## config.mk

```make
export PLATFORM = sky130hd
export DESIGN_NAME = series_unit_arbiter
export DESIGN_NICKNAME = d
export VERILOG_FILES = /design/src/rtl/series_unit_arbiter.sv
export SDC_FILE = /design/constraint.sdc
export NUM_CORES = 1
export LEC_CHECK = 0
export BUFFER_PORTS_ARGS = -buffer_cell sky130_fd_sc_hd__buf_2
export CORE_ASPECT_RATIO = 1.25
export CORE_MARGIN = 4
export CORE_UTILIZATION = 40
export CTS_CLUSTER_SIZE = 24
export DETAILED_ROUTE_END_ITERATION = 16
export HOLD_SLACK_MARGIN = 0.06
export PLACE_DENSITY = 0.66
export SLEW_MARGIN = 20
export SYNTH_ARGS = -nofsm -noshare
export SYNTH_HDL_FRONTEND = slang
export SYNTH_SLANG_ARGS = --single-unit
```

## constraint.sdc

```tcl
create_clock -name clk -period 2.7 [get_ports clk]
set_input_delay 0.27 -clock clk [delete_from_list [all_inputs] [get_ports clk]]
set_output_delay 0.27 -clock clk [all_outputs]
set_load 0.03 [all_outputs]
```

## src/rtl/series_unit_arbiter.sv

```systemverilog
// Round-robin arbiter sharing one series-evaluation unit between two requesters.
// Sequences the unit's start/ready handshake and aborts a hung run with a watchdog.
module series_unit_arbiter #(
    parameter int XW  = 8,
    parameter int RW  = 16,
    parameter int TMO = 255
) (
    input  logic          clk,
    input  logic          rst,
    input  logic          req0,
    input  logic [XW-1:0] x0,
    input  logic          req1,
    input  logic [XW-1:0] x1,
    input  logic          unit_ready,
    input  logic [RW-1:0] unit_result,
    output logic          unit_start,
    output logic [XW-1:0] unit_x,
    output logic          gnt0,
    output logic          gnt1,
    output logic          done0,
    output logic          done1,
    output logic [RW-1:0] result,
    output logic          err
);

    localparam int CW = $clog2(TMO + 1);
    localparam logic [CW-1:0] TMO_C = CW'(TMO);

    typedef enum logic [2:0] {
        IDLE,
        START,
        WAIT_BUSY,
        WAIT_DONE,
        RESP
    } state_t;

    state_t        state;
    logic          ptr;
    logic          owner;
    logic          pick;
    logic [CW-1:0] wdog;
    logic [XW-1:0] x_reg;

    assign unit_x = x_reg;

    // Sole requester wins; on a tie the priority pointer decides (1 = requester 1).
    always_comb begin
        pick = (req0 && req1) ? ptr : req1;
    end

    always_ff @(posedge clk or posedge rst) begin
        if (rst) begin
            state      <= IDLE;
            ptr        <= 1'b0;
            owner      <= 1'b0;
            wdog       <= '0;
            x_reg      <= '0;
            unit_start <= 1'b0;
            gnt0       <= 1'b0;
            gnt1       <= 1'b0;
            done0      <= 1'b0;
            done1      <= 1'b0;
            result     <= '0;
            err        <= 1'b0;
        end else begin
            unit_start <= 1'b0;
            done0      <= 1'b0;
            done1      <= 1'b0;
            err        <= 1'b0;
            case (state)
                IDLE: begin
                    if ((req0 || req1) && unit_ready) begin
                        owner      <= pick;
                        x_reg      <= pick ? x1 : x0;
                        gnt0       <= !pick;
                        gnt1       <= pick;
                        unit_start <= 1'b1;
                        wdog       <= '0;
                        state      <= START;
                    end
                end
                START: begin
                    state <= WAIT_BUSY;
                end
                // The watchdog keeps counting across WAIT_BUSY and WAIT_DONE.
                WAIT_BUSY: begin
                    if (!unit_ready) begin
                        state <= WAIT_DONE;
                    end else if (wdog == TMO_C) begin
                        done0 <= !owner;
                        done1 <= owner;
                        err   <= 1'b1;
                        state <= RESP;
                    end else begin
                        wdog <= wdog + CW'(1);
                    end
                end
                WAIT_DONE: begin
                    if (unit_ready) begin
                        result <= unit_result;
                        done0  <= !owner;
                        done1  <= owner;
                        state  <= RESP;
                    end else if (wdog == TMO_C) begin
                        done0 <= !owner;
                        done1 <= owner;
                        err   <= 1'b1;
                        state <= RESP;
                    end else begin
                        wdog <= wdog + CW'(1);
                    end
                end
                RESP: begin
                    gnt0  <= 1'b0;
                    gnt1  <= 1'b0;
                    ptr   <= !owner;
                    state <= IDLE;
                end
                default: begin
                    state <= IDLE;
                end
            endcase
        end
    end

endmodule

```

==> key figures <==
Worst hold path
  • Hold Crit Class: in -> reg
  • HP Start: unit_result[12]

Floorplan
  • Die width: 70.0 um
  • IO Pins: 67
  • Die Height: 85.5 um
  • Std-Cell Rows: 27
  • Core outline area: 4530 um2
  • Starting Density: 42.5%
  • Die ar.: 5990 um2

Yosys
  • Syn Inst Count: 171
  • Simple-Gate Fraction of Synth Area: 11.8%
  • Xor and xnor area share after synthesis: 0.455%
  • Register area share after synthesis: 55.9%
  • Largest family of logic cells by synthesized area: compound AO/OA/AOI/OAI gates
  • Synth Area in Compound Gates: 13.8%
  • Syn avg cell area: 11.3 um2
  • YS warnings: 0
  • Area share of fa/ha/maj cells after synthesis: 1.17%
  • Primary FF master, synth: dfrtp_1
  • Yosys reg bits: 43
  • Post-synth top area cell: dfrtp_1
  • Post-Syn Nets: 209
  • EDFF count, synth: 0
  • Netlist cell types: 38
  • Ys async rst share: 100%
  • Post-synthesis mux area share: 13.5%
  • Top cells by count, synth: dfrtp_1 (43), o21ai_0 (20), nand2_1 (18)
  • Post-synth design cell area: 1920 um2
  • Top cell type's share of synthesized area: 55.9%
  • Count leader, synth: dfrtp_1
  • Ranking of synthesized cells by area: dfrtp_1 (56%), mux2_2 (9.4%), o21ai_0 (5.2%), mux2i_1 (4.2%), nand2_1 (3.5%)

Layout
  • Storage cell area: 1080 um2
  • Diodes inserted: 0
  • Layout Nets: 277
  • Layout cell share with drive strength beyond 1: 40.8%
  • Fin area: 2430 um2
  • Fillers: 426
  • Area of the multi-input gates: 785 um2
  • Final cell count without fillers: 298
  • Area growth syn-to-layout: 26.3%

Timing
  • Fin crit share: 68.8%
  • Slew Limit Fails: 0
  • Measured slew at the worst slew-check pin: 0.818 ns
  • RSZ-0062 raised after global routing: no
  • Slew margin rel.: 45.2%
  • Final WS setup: 0.843 ns
  • Worst Skew: 0.00267 ns
  • Crit path time final: 1.86 ns
  • Final setup viols: 0
  • Setup Total Neg Slack: 0 ns
  • Fin. Hold Viols: 0
  • Max Fclk: 539 MHz

Power and ir drop
  • Power per standard cell area: 1130 nW/um2
  • Max IR drop VDD: 522 uV
  • Total leakage power: 1.22 nW
  • Power consumption: 2.74 mW

Critical path
  • CP required: 2.88 ns
  • Type of the worst setup path: reg -> reg
  • CP Launch Type: flip-flop
  • Max FO, Critical Path: 16
  • Cell chain of the critical path: inv_1 > nor2_1 > nand3_2 > mux2_2
  • Worst r2r src: state[1]$_DFFE_PP0P_
  • CP max stage cell: dfrtp_1
  • Crit path from: state[1]$_DFFE_PP0P_
  • CP Capture Type: flip-flop
  • Critical Path AT: 2.04 ns
  • Slowest Stage Delay on Critical Path: 0.62 ns

Global routing
  • Gr usage total: 13.3%
  • Vias in the first global route: 1509
  • First-pass GRT wire length: 6.63 mm
  • Initial antenna violation count: 0
  • Largest net degree at the start of global routing: 25
  • Gr ovfl total: 0

Route
  • Vias: 1531
  • Residual DRC: 0
  • 1st-iter DRT viols: 55
  • Drt via density: 5.14
  • Routed wire length: 3.85 mm
  • Wire per inst: 12.9 um
  • First-pass DRT Iterations: 4
  • DRT antenna net count: 0

Place
  • Dpl cells: 289
  • Detailed placement HPWL: 2.97 mm
  • Placed Area: 2310 um2
  • Placer Congestion: 0.813
  • # port buffers: 66
  • DP Worst Slack: 0.835 ns

Run
  • Max-Cap Viols: 0

Clocking
  • Post-CTS sizing: 0
  • Worst skew pair latency: 0.29 ns
  • Root Driver: clkbuf_8
  • CTS tree: built
  • Max clock buf depth: 2
  • Postcts setup bufs: 0
  • CTS Sinks: 43
  • Num CTS Buffers: 5
  • Reg clk slew, reported paths: 0.08 ns
  • H-tree depth: 2

Run status
  • Status: finished clean
-- metal layers --
metal / up-vias / routed length (um) / global-route usage [%]
met1: 724 / 1610 / 16.5
met5: - / 0 / 0
li1: 748 / - / -
met4: 0 / 51 / 4.70
met3: 6 / 274 / 2.93
met2: 53 / 1910 / 22.9
-- worst paths after layout --
kind / to / slack [ns] / depth (start not counted)
hold / removal: result[12]$_DFFE_PP0P_ / 0.21 / 2
hold reg to reg: done0$_DFF_PP0_ / 0.48 / 1
setup reg to reg: result[14]$_DFFE_PP0P_ / 0.84 / 4
max in group asynchronous: ptr$_DFFE_PP0P_ / 1.45 / 4
setup / recovery: result[14]$_DFFE_PP0P_ / 0.84 / 4
min in group asynchronous: result[8]$_DFFE_PP0P_ / 0.57 / 3
-- worst max-delay path, delay by kind of cell (launching register included) --
| kind | cells | cell delay (ns) |
|---|---|---|
| AND/OR/NAND/NOR | 2 | 0.54 |
| buffers and inverters | 1 | 0.17 |
| flip-flops | 1 | 0.62 |
| multiplexers | 1 | 0.41 |
-- flip-flops by register name, summed over array words and instances, names as in the netlist --
signal	count
unit_x	8
result	16
wdog	8
ptr	1
done1	1
gnt1	1
state	3
owner	1
gnt0	1
done0	1
err	1
unit_start	1
-- repair_timing --
action,CTS,global route
setup endpoints to repair,0,0
hold buffers,1,0
endpoints found under the hold margin,23,0
-- layout make-up --
type / instances / area share [%]
well taps: 58 / 2.99
multi-input cells: 113 / 32.3
inverters: 6 / 0.926
repair buffers: 70 / 14.9
flip-flops and latches: 43 / 44.3
clock inverters: 3 / 1.80
clock buffers: 5 / 2.83
-- placed cells by master, fill, tap and decap left out, types with 2 or more instances in the layout --
cell,count
buf_2,66
dfrtp_1,43
o21ai_0,19
nand2_1,18
mux2_2,16
mux2i_1,8
nand3_1,6
nor2_1,6
a21oi_1,5
inv_1,5
clkbuf_8,5
nand4_1,3
and3_1,3
or4_1,3
buf_4,3
a31oi_1,2
o21ai_1,2
nor3_1,2
-- power breakdown --
| group | switching (mW) | internal, mW |
|---|---|---|
| clock | 0.219 | 0.275 |
| sequential | 0.188 | 0.890 |
| combinational | 0.747 | 0.423 |
| total | 1.15 | 1.59 |
-- metrics by stage --
step           hold WS, ns  utilization, %
5_1_grt              0.199            53.7
6_report             0.208            53.7
3_5_place_dp         0.369            51.0
4_1_cts              0.200            53.7
2_1_floorplan        0.420               -
3_3_place_gp         0.370            51.0
-- logic make-up after synthesis --
| family | Yosys count |
|---|---|
| and+or+nand+nor | 46 |
| AOI/OAI and AO/OA | 40 |
| muxes | 24 |
| DFF | 43 |
| xor gates and xnor gates | 1 |
| adders and majority gates | 2 |
| buffers and inverters | 15 |
Note: power is estimated with default switching activity, not from simulation.
